==> src/rtl/arith_interval_coder.sv <==
// Arithmetic-coding interval engine: narrows [low, high] per (lower, upper, total) triple and emits renormalization bits.
// Latency: CODE_BITS+1 divide cycles + 1 update + 1 per renorm test + >=1 per emitted bit; illegal triple costs 1 cycle.
// Backpressure: ready_out high only in IDLE; each coded bit holds on bit_out/bit_valid_out until bit_ready_in takes it.
//
// Ports:
//   clk, rst (async, active-low)
//   lower_bound_in/upper_bound_in/range_in/valid_in/ready_out : symbol triple handshake
//   flush_in                                                  : end-of-stream request (IDLE, valid_in low)
//   bit_out/bit_valid_out/bit_ready_in                        : coded bitstream handshake
//   done_out                                                  : one-cycle pulse when flush tail is taken
//   error_out                                                 : sticky illegal-triple flag
module arith_interval_coder #(
    parameter int CODE_BITS = 32,
    parameter int FREQ_BITS = 16
) (
    input  logic                 clk,
    input  logic                 rst,
    input  logic [FREQ_BITS-1:0] lower_bound_in,
    input  logic [FREQ_BITS-1:0] upper_bound_in,
    input  logic [FREQ_BITS-1:0] range_in,
    input  logic                 valid_in,
    output logic                 ready_out,
    input  logic                 flush_in,
    output logic                 bit_out,
    output logic                 bit_valid_out,
    input  logic                 bit_ready_in,
    output logic                 done_out,
    output logic                 error_out
);

    localparam int CW = $clog2(CODE_BITS + 1);
    localparam logic [CODE_BITS-1:0] HALF     = {1'b1, {(CODE_BITS-1){1'b0}}};
    localparam logic [CODE_BITS-1:0] QUARTER  = {2'b01, {(CODE_BITS-2){1'b0}}};
    localparam logic [CODE_BITS-1:0] THREE_Q  = {2'b11, {(CODE_BITS-2){1'b0}}};
    localparam logic [CODE_BITS-1:0] ALL_ONES = {CODE_BITS{1'b1}};

    typedef enum logic [2:0] {
        S_IDLE,
        S_DIVIDE,
        S_UPDATE,
        S_RENORM,
        S_EMIT,
        S_FLUSH,
        S_DONE
    } state_t;

    state_t                 state, state_nxt;
    logic [CODE_BITS-1:0]   low, low_nxt;
    logic [CODE_BITS-1:0]   high, high_nxt;
    logic [CODE_BITS-1:0]   pending, pending_nxt;
    logic [FREQ_BITS-1:0]   lo_f, lo_f_nxt;
    logic [FREQ_BITS-1:0]   hi_f, hi_f_nxt;
    logic [FREQ_BITS-1:0]   tot_f, tot_f_nxt;
    // Dividend is one bit wider than the code: the full initial range is 2^CODE_BITS.
    logic [CODE_BITS:0]     dvd, dvd_nxt;
    logic [CODE_BITS:0]     quot, quot_nxt;
    logic [FREQ_BITS-1:0]   rem, rem_nxt;
    logic [CW-1:0]          cnt, cnt_nxt;
    logic                   cur_bit, cur_bit_nxt;
    logic                   follow_bit, follow_bit_nxt;
    logic                   ret_done, ret_done_nxt;
    logic                   err, err_nxt;

    logic                   illegal;
    logic [FREQ_BITS:0]     rem_sh;
    logic                   shift_en;
    logic [CODE_BITS-1:0]   sub_amt;

    assign illegal = (range_in == '0) ||
                     (lower_bound_in >= upper_bound_in) ||
                     (upper_bound_in > range_in);

    // Partial remainder always stays below the divisor, so FREQ_BITS+1 bits hold the shifted value.
    assign rem_sh = {rem, dvd[CODE_BITS]};

    always_comb begin
        state_nxt      = state;
        low_nxt        = low;
        high_nxt       = high;
        pending_nxt    = pending;
        lo_f_nxt       = lo_f;
        hi_f_nxt       = hi_f;
        tot_f_nxt      = tot_f;
        dvd_nxt        = dvd;
        quot_nxt       = quot;
        rem_nxt        = rem;
        cnt_nxt        = cnt;
        cur_bit_nxt    = cur_bit;
        follow_bit_nxt = follow_bit;
        ret_done_nxt   = ret_done;
        err_nxt        = err;
        shift_en       = 1'b0;
        sub_amt        = '0;

        case (state)
            S_IDLE: begin
                if (valid_in) begin
                    if (illegal) begin
                        err_nxt = 1'b1;
                    end else begin
                        lo_f_nxt  = lower_bound_in;
                        hi_f_nxt  = upper_bound_in;
                        tot_f_nxt = range_in;
                        dvd_nxt   = {1'b0, high} - {1'b0, low} + {{CODE_BITS{1'b0}}, 1'b1};
                        quot_nxt  = '0;
                        rem_nxt   = '0;
                        cnt_nxt   = '0;
                        state_nxt = S_DIVIDE;
                    end
                end else if (flush_in) begin
                    state_nxt = S_FLUSH;
                end
            end

            S_DIVIDE: begin
                if (rem_sh >= {1'b0, tot_f}) begin
                    rem_nxt  = FREQ_BITS'(rem_sh - {1'b0, tot_f});
                    quot_nxt = {quot[CODE_BITS-1:0], 1'b1};
                end else begin
                    rem_nxt  = rem_sh[FREQ_BITS-1:0];
                    quot_nxt = {quot[CODE_BITS-1:0], 1'b0};
                end
                dvd_nxt = {dvd[CODE_BITS-1:0], 1'b0};
                cnt_nxt = cnt + CW'(1);
                if (cnt == CW'(CODE_BITS)) begin
                    state_nxt = S_UPDATE;
                end
            end

            S_UPDATE: begin
                // Modular arithmetic: truncation to CODE_BITS gives the exact result under the range invariant.
                high_nxt  = low + CODE_BITS'(quot * (CODE_BITS+1)'(hi_f)) - CODE_BITS'(1);
                low_nxt   = low + CODE_BITS'(quot * (CODE_BITS+1)'(lo_f));
                state_nxt = S_RENORM;
            end

            S_RENORM: begin
                if (high < HALF) begin
                    cur_bit_nxt    = 1'b0;
                    follow_bit_nxt = 1'b1;
                    ret_done_nxt   = 1'b0;
                    shift_en       = 1'b1;
                    state_nxt      = S_EMIT;
                end else if (low >= HALF) begin
                    cur_bit_nxt    = 1'b1;
                    follow_bit_nxt = 1'b0;
                    ret_done_nxt   = 1'b0;
                    sub_amt        = HALF;
                    shift_en       = 1'b1;
                    state_nxt      = S_EMIT;
                end else if ((low >= QUARTER) && (high < THREE_Q)) begin
                    pending_nxt = pending + CODE_BITS'(1);
                    sub_amt     = QUARTER;
                    shift_en    = 1'b1;
                end else begin
                    state_nxt = S_IDLE;
                end
                if (shift_en) begin
                    low_nxt  = (low - sub_amt) << 1;
                    high_nxt = ((high - sub_amt) << 1) | CODE_BITS'(1);
                end
            end

            S_EMIT: begin
                // pending doubles as the count of follow bits still owed; it reaches zero on exit.
                if (bit_ready_in) begin
                    if (pending == '0) begin
                        state_nxt = ret_done ? S_DONE : S_RENORM;
                    end else begin
                        pending_nxt = pending - CODE_BITS'(1);
                        cur_bit_nxt = follow_bit;
                    end
                end
            end

            S_FLUSH: begin
                pending_nxt    = pending + CODE_BITS'(1);
                cur_bit_nxt    = (low >= QUARTER);
                follow_bit_nxt = (low < QUARTER);
                ret_done_nxt   = 1'b1;
                state_nxt      = S_EMIT;
            end

            S_DONE: begin
                low_nxt     = '0;
                high_nxt    = ALL_ONES;
                pending_nxt = '0;
                state_nxt   = S_IDLE;
            end

            default: begin
                state_nxt = S_IDLE;
            end
        endcase
    end

    always_ff @(posedge clk or negedge rst) begin
        if (!rst) begin
            state      <= S_IDLE;
            low        <= '0;
            high       <= ALL_ONES;
            pending    <= '0;
            lo_f       <= '0;
            hi_f       <= '0;
            tot_f      <= '0;
            dvd        <= '0;
            quot       <= '0;
            rem        <= '0;
            cnt        <= '0;
            cur_bit    <= 1'b0;
            follow_bit <= 1'b0;
            ret_done   <= 1'b0;
            err        <= 1'b0;
        end else begin
            state      <= state_nxt;
            low        <= low_nxt;
            high       <= high_nxt;
            pending    <= pending_nxt;
            lo_f       <= lo_f_nxt;
            hi_f       <= hi_f_nxt;
            tot_f      <= tot_f_nxt;
            dvd        <= dvd_nxt;
            quot       <= quot_nxt;
            rem        <= rem_nxt;
            cnt        <= cnt_nxt;
            cur_bit    <= cur_bit_nxt;
            follow_bit <= follow_bit_nxt;
            ret_done   <= ret_done_nxt;
            err        <= err_nxt;
        end
    end

    // ready_out is gated by rst so it reads 0 for the whole reset window.
    assign ready_out     = rst && (state == S_IDLE);
    assign bit_valid_out = (state == S_EMIT);
    assign bit_out       = (state == S_EMIT) && cur_bit;
    assign done_out      = (state == S_DONE);
    assign error_out     = err;

endmodule

==> config.mk <==
export PLATFORM = sky130hd
export DESIGN_NAME = arith_interval_coder
export DESIGN_NICKNAME = d
export VERILOG_FILES = /design/src/rtl/arith_interval_coder.sv
export SDC_FILE = /design/constraint.sdc
export NUM_CORES = 2
export LEC_CHECK = 0
export ABC_AREA = 1
export BUFFER_PORTS_ARGS = -buffer_cell sky130_fd_sc_hd__buf_2
export CELL_PAD_IN_SITES_DETAIL_PLACEMENT = 1
export CELL_PAD_IN_SITES_GLOBAL_PLACEMENT = 2
export CORE_UTILIZATION = 43
export CTS_BUF_LIST = sky130_fd_sc_hd__clkbuf_4 sky130_fd_sc_hd__clkbuf_8
export DETAILED_ROUTE_END_ITERATION = 10
export GPL_TIMING_DRIVEN = 1
export HOLD_SLACK_MARGIN = 0.02
export PLACE_DENSITY_LB_ADDON = 0.1
export SLEW_MARGIN = 5
export SYNTH_ARGS = -nofsm -noshare
export SYNTH_HDL_FRONTEND = slang
export SYNTH_SLANG_ARGS = --single-unit
==> constraint.sdc <==
create_clock -name clk -period 10.7 [get_ports clk]
set_input_delay 2.14 -clock clk [delete_from_list [all_inputs] [get_ports clk]]
set_output_delay 2.14 -clock clk [all_outputs]
set_load 0.01 [all_outputs]
==> results.md <==
- Share of layout cells above drive strength 1: 4.696%
- CP max stage delay: 0.98 ns
- Setup TNS: 0 ns
- Fmax: 0.1471 GHz
- # hold bufs at CTS: 0
- Post-synthesis mux area share: 0%
- Mapped Cells: 5,774
- Die Wd: 317.0 um
- Post-synth top cells: 1,544 x nand2_1, 1,459 x inv_1, 684 x fa_1, 285 x ha_1, 233 x nand3_1
- Most common cell on crit path: fa_1
- Tmin final: 6.798 ns
- CP max stage cell: dfrtp_1
- Routed via count: 36,260
- Clock tree buffer depth: 3
- Setup Viol. Count Final: 0
- Worst Hold End: error_out$_DFFE_PN0P_
- Critical path startpoint: quot[6]$_DFFE_PN0P_
- Synth warn: 0
- R2r endpoint: low[24]$_DFFE_PN0P_
- Synth Area in Compound Gates: 8.080%
- Routability-driven placement congestion ratio: 0.8859
- Register-to-Register Path Depth: 22
- Maxcap violations: 0
- Fillers: 12,463
- Wire length per cell: 19.99 um
- Die area: 100,500 sq um
- Synthesized flop and latch total: 238
- Mean Syn Cell Area: 7.391 sq um
- Top-level I/O count: 58
- Initial antenna violation count: 3
- Starting Density: 43.36%
- Reg clk slew, reported paths: 0.06 ns
- Top-count cell post-synth: nand2_1
- DPL Wire Length: 114,300 um
- Unique masters post-synth: 50
- Crit path buffers/inverters: 6
- Top Family by Delay on Critical Path: adder cells
- Worst R2R Start: quot[6]$_DFFE_PN0P_
- TritonRoute pass-1 iters: 7
- Skew-Pair Late Insertion Delay: 0.68 ns
- Syn Nets: 6,796
- Slew Limit Fails: 0
- Clk sinks: 238
- Worst hold path type: flop to flop
- Post-Syn Area: 42,680 sq um
- P&R area growth vs syn: 5.972%
- Vias in the first global route: 40,201
- Port Buffer Count: 57
- Worst R2R Setup Slack: 3.90 ns
- Global Route Usage Sum: 29.04%
- Worst path cell trace: buf_4 > nand2_1 > fa_1 > inv_1 > fa_1 > inv_1 > fa_1 > inv_1 > fa_1 > fa_1 > inv_1 > fa_1 > inv_1 > ha_1 > nand2_1 > o21ai_0 > a21oi_1 > nand3_1 > a21oi_1 > xnor2_1 > nand2_1 > a21oi_1
- Inst Count DP: 6,933
- Final Hold Fails: 0
- Final setup skew: 0.03566 ns
- Crit-path max FO: 19
- Combinational family with the most area after synthesis: adder cells
- Post-CTS resize count: 0
- Outcome: completed
- CTS tree: built
- DP Area: 44,200 sq um
- Synth top area share: 32.08%
- Post-Synth Simple-Gate Area: 20.29%
- Multi-input gate area: 30,250 sq um
- Largest net degree at the start of global routing: 95
- Tightest Pin Transition: 0.9808 ns
- Sequential share of the synthesized area: 14.05%
- H-tree depth: 2
- Yosys top cell by area: fa_1
- Post-Route Utilization: 45.95%
- Drt total wl: 140,300 um
- Async set or reset register ratio after synthesis: 100.0%
- Global-route wire length before repair: 225,400 um
- Area contributors post-synth: fa_1 32%, nand2_1 14%, inv_1 13%
- DR iter-0 viols: 1,579
- Final period utilization: 63.54%
- Vias per Instance: 5.168
- Total gr overflow: 0
- Top_reg_cell synth: dfrtp_1
- Num CTS Buffers: 46
- Crit path required time: 11.28 ns
- Adder-Cell Fraction of Synth Area: 40.44%
- Post-synth EDFFs: 0
- Post-route ant nets: 0
- Final non-filler cell total: 7,016
- RSZ-0062 raised after global routing: no
- Hold Crit Start: error_out$_DFFE_PN0P_
- CP Launch Type: flop
- Row count: 115
- Root Buffer: clkbuf_8
- Die Height: 317.0 um
- # Post-CTS Setup Buffers: 0
- Reg area: 5996 sq um
- Core area: 98,420 sq um
- Nets@finish: 6,716
- DRC viols: 0
- Worst slew margin: 34.61%
- Crit end category: flop
- Post-layout instance area: 45,230 sq um
- Synth Area in XOR/XNOR: 1.970%
- Hold depth: 2
- Worst Setup Path Type: flop to flop
- WP data arrival: 7.38 ns
==> final cells by class <==
cell class              instances  share of cell area [%]
multi-input cells            3813                   66.89
flip-flops and latches        238                   13.26
inverters                    1466                   12.17
well taps                    1287                   3.560
clock buffers                  70                   1.937
repair buffers                129                   1.848
clock inverters                12                  0.3292
diodes                          1                0.005533
==> registers in the layout (all words and copies together) (netlist names) <==
signal,flops
cnt,6
ret_done,1
pending,32
cur_bit,1
dvd,33
quot,32
low,32
follow_bit,1
rem,16
hi_f,16
state,3
high,32
lo_f,16
error_out,1
tot_f,16
==> worst reg2reg max path: cells and delay by family, from the launching register on <==
kind                       cells  cell delay (ns)
AOI/OAI and AO/OA              4             1.01
xor gates and xnor gates       1             0.14
adders and majority gates      7             3.33
buffers and inverters          6             0.65
DFF                            1             0.98
and+or+nand+nor                4             0.59
==> cell families (layout without fill, tap and decap cells) <==
logic type,Yosys count,count (layout)
and+or+nand+nor,2133,2133
buffers and inverters,1723,1677
adders and majority gates,969,969
AOI/OAI and AO/OA,615,615
DFF,238,238
xor gates and xnor gates,96,96
other,0,1
==> placed cells by master, fill, tap and decap left out, drive strengths merged, types with 10 or more instances in the layout <==
cell type	n
nand2	1544
inv	1465
fa	684
ha	285
o21ai	254
nand3	233
nor2	220
dfrtp	206
a21oi	201
buf	129
clkbuf	70
xor2	51
nand4	49
xnor2	45
nor3	40
dfstp	32
nand3b	30
o22ai	25
a31oi	21
a22oi	19
o21bai	18
a21o	18
o211ai	12
a21boi	11
or2	11
o21a	10
==> worst max path at each step <==
stage,to,depth (start not counted)
2_1_floorplan,high[19]$_DFFE_PN1P_,24
3_3_place_gp,low[25]$_DFFE_PN0P_,22
3_5_place_dp,low[24]$_DFFE_PN0P_,20
4_1_cts,high[26]$_DFFE_PN1P_,25
5_1_grt,low[24]$_DFFE_PN0P_,22
6_report,low[24]$_DFFE_PN0P_,22
==> per-stage QoR <==
stage / worst slack (ns) / hold WS, ns
2_1_floorplan: 5.114 / 0.4530
3_3_place_gp: 4.067 / 0.4479
3_5_place_dp: 4.098 / 0.4491
4_1_cts: 4.039 / 0.4745
5_1_grt: 3.685 / 0.5012
6_report: 3.902 / 0.4677
==> metal layers <==
metal	wire (um)	up-vias	track usage, %
met5	0	-	0
li1	-	16990	-
met2	69090	472	50.81
met1	63310	18619	38.25
met3	3879	179	2.622
met4	3964	0	8.162
Power is not shown: default switching activity piles up to over one toggle a cycle in this logic, so the estimate is an artifact.
